## src/rtl/clock_edit_sequencer.sv

```systemverilog
// Clock-setting front end: RUN/EDIT_SEC/EDIT_MIN/EDIT_HR sequencing, counter step strobes,
// inactivity timeout and field blink. Define CLOCK_EDIT_AUTO_REPEAT_EN for held-button repeat.
module clock_edit_sequencer #(
    parameter int unsigned TIMEOUT_TICKS = 3000,
    parameter int unsigned BLINK_TICKS   = 50,
    parameter int unsigned REPEAT_DELAY  = 60,
    parameter int unsigned REPEAT_PERIOD = 10
) (
    input  logic       i_clk,
    input  logic       i_rst,
    input  logic       i_tick,
    input  logic       i_set,
    input  logic       i_left,
    input  logic       i_right,
    input  logic       i_up,
    input  logic       i_down,
    input  logic       i_ms_carryup,
    input  logic       i_sec_carryup,
    input  logic       i_min_carryup,
    output logic       o_ms_up,
    output logic       o_sec_up,
    output logic       o_sec_down,
    output logic       o_min_up,
    output logic       o_min_down,
    output logic       o_hr_up,
    output logic       o_hr_down,
    output logic [1:0] o_field,
    output logic       o_blink
);

    localparam int unsigned ToW = $clog2(TIMEOUT_TICKS) + 1;
    localparam int unsigned BlW = $clog2(BLINK_TICKS) + 1;

    typedef enum logic [1:0] {
        StRun     = 2'b00,
        StEditSec = 2'b01,
        StEditMin = 2'b10,
        StEditHr  = 2'b11
    } state_e;

    state_e         state_q, state_d;
    logic [4:0]     btn_q;
    logic           armed_q;
    logic [4:0]     btn_rise;
    logic           set_r, left_r, right_r, up_r, down_r;
    logic           any_rise, is_edit, move, step_up, step_dn, rep_fire;
    logic [ToW-1:0] inact_q, inact_d;
    logic [BlW-1:0] bcnt_q, bcnt_d;
    logic           blink_q, blink_d;
    logic [5:0]     pulse_q, pulse_d; // {sec_up, sec_dn, min_up, min_dn, hr_up, hr_dn}

    // armed_q masks the first post-reset cycle so levels held through reset are not edges
    assign btn_rise = {i_set, i_left, i_right, i_up, i_down} & ~btn_q & {5{armed_q}};
    assign {set_r, left_r, right_r, up_r, down_r} = btn_rise;
    assign any_rise = |btn_rise;
    assign is_edit  = (state_q != StRun);

`ifdef CLOCK_EDIT_AUTO_REPEAT_EN
    localparam int unsigned RpMax = (REPEAT_DELAY > REPEAT_PERIOD) ? REPEAT_DELAY : REPEAT_PERIOD;
    localparam int unsigned RpW   = $clog2(RpMax) + 1;

    logic [RpW-1:0] rcnt_q, rcnt_d, rlimit;
    logic           rphase_q, rphase_d;

    always_comb begin
        rcnt_d   = rcnt_q;
        rphase_d = rphase_q;
        rep_fire = 1'b0;
        rlimit   = rphase_q ? RpW'(REPEAT_PERIOD) : RpW'(REPEAT_DELAY);
        if (!is_edit || any_rise || !(i_up ^ i_down)) begin
            rcnt_d   = '0;
            rphase_d = 1'b0;
        end else if (i_tick) begin
            if (rcnt_q + 1'b1 == rlimit) begin
                rep_fire = 1'b1;
                rcnt_d   = '0;
                rphase_d = 1'b1;
            end else begin
                rcnt_d = rcnt_q + 1'b1;
            end
        end
    end

    always_ff @(posedge i_clk) begin
        if (i_rst) begin
            rcnt_q   <= '0;
            rphase_q <= 1'b0;
        end else begin
            rcnt_q   <= rcnt_d;
            rphase_q <= rphase_d;
        end
    end
`else
    assign rep_fire = 1'b0;
`endif

    always_comb begin
        state_d = state_q;
        move    = 1'b0;
        step_up = 1'b0;
        step_dn = 1'b0;
        if (is_edit) begin
            if (set_r) begin
                state_d = StRun;
            end else if (left_r ^ right_r) begin
                move = 1'b1;
                unique case (state_q)
                    StEditSec: state_d = right_r ? StEditMin : StEditHr;
                    StEditMin: state_d = right_r ? StEditHr : StEditSec;
                    default:   state_d = right_r ? StEditSec : StEditMin;
                endcase
            end else if (!left_r && !right_r) begin
                step_up = (up_r && !down_r) || (rep_fire && i_up);
                step_dn = (down_r && !up_r) || (rep_fire && i_down);
            end
            if (!any_rise && !rep_fire && i_tick && (inact_q == ToW'(TIMEOUT_TICKS - 1))) begin
                state_d = StRun;
            end
        end else if (set_r) begin
            state_d = StEditSec;
        end

        pulse_d = '0;
        unique case (state_q)
            StEditSec: pulse_d[5:4] = {step_up, step_dn};
            StEditMin: pulse_d[3:2] = {step_up, step_dn};
            StEditHr:  pulse_d[1:0] = {step_up, step_dn};
            default:   pulse_d      = '0;
        endcase

        inact_d = inact_q;
        if (state_d == StRun || !is_edit || any_rise || rep_fire) begin
            inact_d = '0;
        end else if (i_tick) begin
            inact_d = inact_q + 1'b1;
        end

        blink_d = blink_q;
        bcnt_d  = bcnt_q;
        if (state_d == StRun) begin
            blink_d = 1'b0;
            bcnt_d  = '0;
        end else if (!is_edit || move) begin
            blink_d = 1'b1;
            bcnt_d  = '0;
        end else if (i_tick) begin
            if (bcnt_q == BlW'(BLINK_TICKS - 1)) begin
                blink_d = ~blink_q;
                bcnt_d  = '0;
            end else begin
                bcnt_d = bcnt_q + 1'b1;
            end
        end
    end

    always_ff @(posedge i_clk) begin
        if (i_rst) begin
            state_q <= StRun;
            btn_q   <= '0;
            armed_q <= 1'b0;
            inact_q <= '0;
            bcnt_q  <= '0;
            blink_q <= 1'b0;
            pulse_q <= '0;
        end else begin
            state_q <= state_d;
            btn_q   <= {i_set, i_left, i_right, i_up, i_down};
            armed_q <= 1'b1;
            inact_q <= inact_d;
            bcnt_q  <= bcnt_d;
            blink_q <= blink_d;
            pulse_q <= pulse_d;
        end
    end

    // Time runs only in RUN; edit-mode strobes come from the registered pulses
    assign o_ms_up    = !is_edit && i_tick;
    assign o_sec_up   = is_edit ? pulse_q[5] : i_ms_carryup;
    assign o_sec_down = pulse_q[4];
    assign o_min_up   = is_edit ? pulse_q[3] : i_sec_carryup;
    assign o_min_down = pulse_q[2];
    assign o_hr_up    = is_edit ? pulse_q[1] : i_min_carryup;
    assign o_hr_down  = pulse_q[0];
    assign o_field    = state_q;
    assign o_blink    = blink_q;

endmodule

```

## config.mk

```make
export PLATFORM = sky130hd
export DESIGN_NAME = clock_edit_sequencer
export DESIGN_NICKNAME = d
export VERILOG_FILES = /design/src/rtl/clock_edit_sequencer.sv
export SDC_FILE = /design/constraint.sdc
export NUM_CORES = 1
export LEC_CHECK = 0
export BUFFER_PORTS_ARGS = -buffer_cell sky130_fd_sc_hd__buf_4
export CORE_UTILIZATION = 40
export DETAILED_ROUTE_END_ITERATION = 8
export SYNTH_ARGS = -nofsm -noshare
export SYNTH_HDL_FRONTEND = slang
export SYNTH_SLANG_ARGS = --single-unit
```

## constraint.sdc

```tcl
create_clock -name i_clk -period 3.1 [get_ports i_clk]
set_clock_uncertainty 0.2 [all_clocks]
set_input_delay 0.775 -clock i_clk [delete_from_list [all_inputs] [get_ports i_clk]]
set_output_delay 0.775 -clock i_clk [all_outputs]
set_load 0.01 [all_outputs]
```

=== After elaboration in Yosys (flattened, before gate mapping) ===
Index checks and enable logic that the tools add are counted.

* Input bits: 11
* Logic and storage cells: 79
* Output and inout port bits: 10
* Register bits after elaboration: 35

* Eq/ne operators: 5
* $add $sub $neg: 2
* Reduce and logical (&&, ||, !) cells: 27
* Bitwise gates (word level): 8
* Multiplexer cells: 28

{| class="wikitable"
|+ Operator list
! operator !! number
|-
| $mux 1 || 19
|-
| $mux 2 || 7
|-
| $add 13x1->13 const B || 1
|-
| $eq 13x12->1 const B || 1
|-
| $and 5x5->5 || 2
|-
| $reduce_or 2->1 || 5
|-
| $add 7x1->7 const B || 1
|-
| $eq 7x6->1 const B || 1
|-
| $mux 7 || 1
|-
| $logic_and 1x1->1 || 6
|-
| $logic_not 1->1 || 6
|-
| $reduce_bool 2->1 || 3
|-
| $not 5->5 || 1
|-
| $reduce_or 5->1 || 1
|-
| $eq 2x2->1 const B || 2
|-
| $not 1->1 || 4
|-
| $pmux 2 s2 || 1
|-
| $logic_or 1x1->1 || 3
|-
| $reduce_or 3->1 || 1
|-
| $eq 2x1->1 const B || 1
|-
| $logic_not 2->1 || 1
|-
| $reduce_and 2->1 || 1
|-
| $xor 1x1->1 || 1
|}

=== Longest topological paths before layout ===
* Word-level depth: 13
* Depth in mapped cells: 9
* Depth with buffers taken out: 8

=== Worst setup path after synthesis ===
OpenSTA, ideal clock, no wires.

* Kind: input to register
* Start: input i_right
* End: register inact_q[5]
* Stages on the path: 7
* Path buffers: 1
* Setup slack: 0.782 ns
* Setup time: 0.115 ns
* Data required time: 2.785 ns
* Arrival time: 2.003 ns
* Path through: and2b_4 -> xor2_2 -> nand2_1 -> o311a_1 -> o21ai_2 -> buf_6 -> nor2_1

* Longest elaborated chain between the ends: 12
* Elaborated cells on any way between the ends: 19
* Classes of those cells: mux: 8; bitwise: 3; reduce/logical: 8

{| class="wikitable"
|+ RTL lines
! item !! RTL line !! source
|-
| start: declaration || 14 || <nowiki>input logic i_right,</nowiki>
|-
| $and 5x5->5 (*) (2 in series) || 53 || <nowiki>assign btn_rise = {i_set, i_left, i_right, i_up, i_down} & ~btn_q & {5{armed_q}};</nowiki>
|-
| $mux 2, or another cell as far along || 110 || <nowiki>default: state_d = right_r ? StEditSec : StEditMin;</nowiki>
|-
| $pmux 2 s2 or $logic_not 1->1 (tied branches) || 107, 116 ||
|-
| $mux 2 or $logic_and 1x1->1 (tied branches) || 105, 116 ||
|-
| $mux 2 or $logic_and 1x1->1 (tied branches) || 103, 116 ||
|-
| $mux 2 || 116 || <nowiki>if (!any_rise && !rep_fire && i_tick && (inact_q == ToW'(TIMEOUT_TICKS - 1))) begin</nowiki>
|-
| $mux 2 || 102 || <nowiki>if (is_edit) begin</nowiki>
|-
| $logic_not 2->1 || 132 || <nowiki>if (state_d == StRun || !is_edit || any_rise || rep_fire) begin</nowiki>
|-
| $logic_or 1x1->1 || 132 ||
|-
| $logic_or 1x1->1 (*) || 132 ||
|-
| $reduce_or 2->1 (no source line) (*) || -- ||
|-
| end signal: assignment || 169 || <nowiki>inact_q <= inact_d;</nowiki>
|-
| end: declaration || 47 || <nowiki>logic [ToW-1:0] inact_q, inact_d;</nowiki>
|}

Mark *: on every way between the ends. The rest lies on a longest branch, timed or not.
A chain may end at the register's enable or synchronous reset.

=== Worst setup path after layout ===
* Start: register state_q[0], in the netlist o_field[0]
* End: output o_sec_up

* Longest elaborated chain between the ends: 2

{| class="wikitable"
|+ RTL lines
! item !! RTL line !! source
|-
| start: declaration || 41 || <nowiki>state_e state_q, state_d;</nowiki>
|-
| start signal: assignment || 158 || <nowiki>state_q <= StRun;</nowiki>
|-
| start signal: assignment || 166 || <nowiki>state_q <= state_d;</nowiki>
|-
| $reduce_bool 2->1 || 56 || <nowiki>assign is_edit = (state_q != StRun);</nowiki>
|-
| $mux 1 || 178 || <nowiki>assign o_sec_up = is_edit ? pulse_q[5] : i_ms_carryup;</nowiki>
|-
| end: declaration || 21 || <nowiki>output logic o_sec_up,</nowiki>
|}

No other way between the ends.

==> flow_summary.json <==
{
  "grt_pass1_vias": 1356,
  "path_clk_slew_ps": 70,
  "start_kind": "register",
  "pin_count": 21,
  "layout_commonest_cell": "dfxtp_1",
  "synth_top_family_by_area": "simple AND/OR/NAND/NOR gates",
  "period_share_pct": 84.4,
  "synth-compound-area-share_pct": 8.77,
  "hold_viol": 0,
  "ys_seq_area_share_pct": 42.4,
  "ys_seq_elements": 35,
  "met2_usage_pct": 30.6,
  "fin_tns_setup_ps": 0,
  "die_x_um": 66.3,
  "hp-class": "reg2reg",
  "grt_use_met1_pct": 18.7,
  "whs_ps": 331,
  "multi_input_area_um2": 905,
  "die-area_um2": 4400,
  "cp.arrival_ps": 1640,
  "synthFlopType": "dfxtp_1",
  "cts_tree": "yes",
  "core_area_um2": 3970,
  "grt_overflow": 0,
  "num_rows": 23,
  "synth_cell_types": 40,
  "wl_per_cell_um": 12.3,
  "area_growth_pct": 17.5,
  "cts_buffer_depth": 2,
  "cts-resized-gates": 0,
  "syn_avg_cell_area_um2": 8.85,
  "p_per_area_nw_per_um2": 478,
  "design_area_um2": 1940,
  "ir_drop_v": 0.000294,
  "syn_area_um2": 1650,
  "dr.pass1.iters": 4,
  "post_cts_buffers": 0,
  "drc_errors": 0,
  "clk_latency_ps": 280,
  "layout.nets": 228,
  "grt_max_degree": 15,
  "slowest_stage": "mux2_2",
  "max_slew_margin_pct": 59.1,
  "status": "completed",
  "fillers": 412,
  "place.gp.congestion": 0.792,
  "path_class": "reg2out",
  "crit_path_end_kind": "primary output",
  "yosys-mux-area-fraction_pct": 3.86,
  "crit_chain": "inv_1, ha_1, mux2_2, buf_4",
  "dp_hpwl_um": 2420,
  "grt_pass1_wl_um": 5620,
  "slew_violations": 0,
  "antenna_found_initial": 0,
  "final_cell_mix": "35 x dfxtp_1, 30 x nor2_1, 20 x buf_4, 19 x nand2_1, 11 x xor2_1",
  "final_cells": 261,
  "cts_root_buffer": "clkbuf_8",
  "rsz0062_at_grt": "no",
  "syn_nets": 205,
  "chipHeight_um": 66.3,
  "drt.antenna.violating_nets": 0,
  "grt_util_all_layers_pct": 16.8,
  "cpPeakStageDelay_ps": 380,
  "drt_iter0_drc": 56,
  "routed_wl_um": 3210,
  "setup_viol": 0,
  "top_usage_layer": "met2",
  "cap_violations": 0,
  "synth-simple-area-share_pct": 26.8,
  "ys_warn_count": 0,
  "io_buffers": 20,
  "drive_above_1_share_pct": 17.1,
  "ctsHtreeMaxLevel": 2,
  "dp_cells": 253,
  "async_flop_share_pct": 0,
  "clock_sinks": 35,
  "initial_core_util_pct": 41.7,
  "regArea_um2": 701,
  "place_area_um2": 1840,
  "vias_per_cell": 5.18,
  "fmax_mhz": 382,
  "cp.required_ps": 2120,
  "tightest_slew_ps": 607,
  "synth-xor-area-share_pct": 9.98,
  "synthCells": 187,
  "cts_hold_buf": 0,
  "num_vias": 1352,
  "grt_util_met3_pct": 4.83,
  "leakagePower_nw": 0.740,
  "synth_fa_ha_area_share_pct": 5.30,
  "min_period_ps": 2620,
  "antennaDiodeCount": 0,
  "cts_buffers": 5,
  "synth-edff-count": 0,
  "path_max_fanout": 8
}
==> critical path: cells and delay by family, from the launching register on <==
family,cells,cell delay (ps)
flip-flops,1,370
multiplexers,1,380
buffers and inverters,2,250
adder cells (fa/ha/maj),1,360
==> cells by family after synthesis <==
logic type | count (synthesis)
mux | 6
flops | 35
fa+ha+maj | 7
compound gates | 20
xor+xnor | 18
simple gates | 90
buf+inv | 11
==> final cells by class <==
cell class	instances	share of cell area [%]
multi-input combinational	141	46.5
clock buffer	8	5.15
sequential	35	36.0
tap	50	3.22
timing repair buffer	20	7.72
inverter	7	1.35
==> metal layers <==
metal	up-vias	routed length [um]
met2	23	1620
met5	-	0
met4	0	25
met1	644	1440
li1	681	-
met3	4	119
==> power by group <==
group	switching (W)	internal [W]
Sequential	0.00000900	0.000458
Clock	0.000152	0.000203
Combinational	0.0000554	0.0000525
Total	0.000216	0.000713
==> Yosys cell counts, types with 2 or more instances <==
cell type / instances / area (um^2)
mux2_2: 3 / 33.8
o21a_1: 2 / 15.0
o21ai_0: 4 / 20.0
nor2_1: 30 / 113
nand4_1: 7 / 43.8
and2_1: 2 / 12.5
nor2b_1: 9 / 56.3
nand3_1: 6 / 30.0
mux2i_1: 3 / 30.0
nor4_1: 2 / 12.5
nand2_1: 19 / 71.3
a21oi_1: 2 / 10.0
dfxtp_1: 35 / 701
and3_1: 2 / 12.5
o21ai_2: 2 / 17.5
nor3_1: 5 / 25.0
clkbuf_1: 3 / 11.3
xor2_1: 11 / 96.3
nand4b_1: 2 / 17.5
ha_1: 7 / 87.6
xnor2_1: 6 / 52.6
inv_1: 7 / 26.3
==> final timing paths <==
kind,startpoint,cells after the start,slack (ps),to
hold reg to reg,inact_q[12],2,330,inact_q[12]
setup reg to reg,o_field[0],8,650,inact_q[2]
setup / recovery,o_field[0],4,480,o_sec_up
hold / removal,inact_q[12],2,330,inact_q[12]
==> stage by stage <==
| stage | utilization (%) | total power, W | setup slack (ps) |
|---|---|---|---|
| finish | 49.0 | 0.000929 | 483 |
| global route | 49.0 | 0.000980 | 373 |
| CTS | 49.0 | 0.000944 | 472 |
| detailed placement | 46.4 | 0.000585 | 336 |
| global placement | 46.4 | 0.000581 | 441 |
| floorplan | - | 0.000543 | 782 |
==> state kept, by name (all words and copies together), names as in the netlist <==
register,flops
inact_q,13
btn_q,5
pulse_q,6
o_field,2
bcnt_q,7
o_blink,1
armed_q,1
Note: power is estimated with default switching activity, not from simulation.
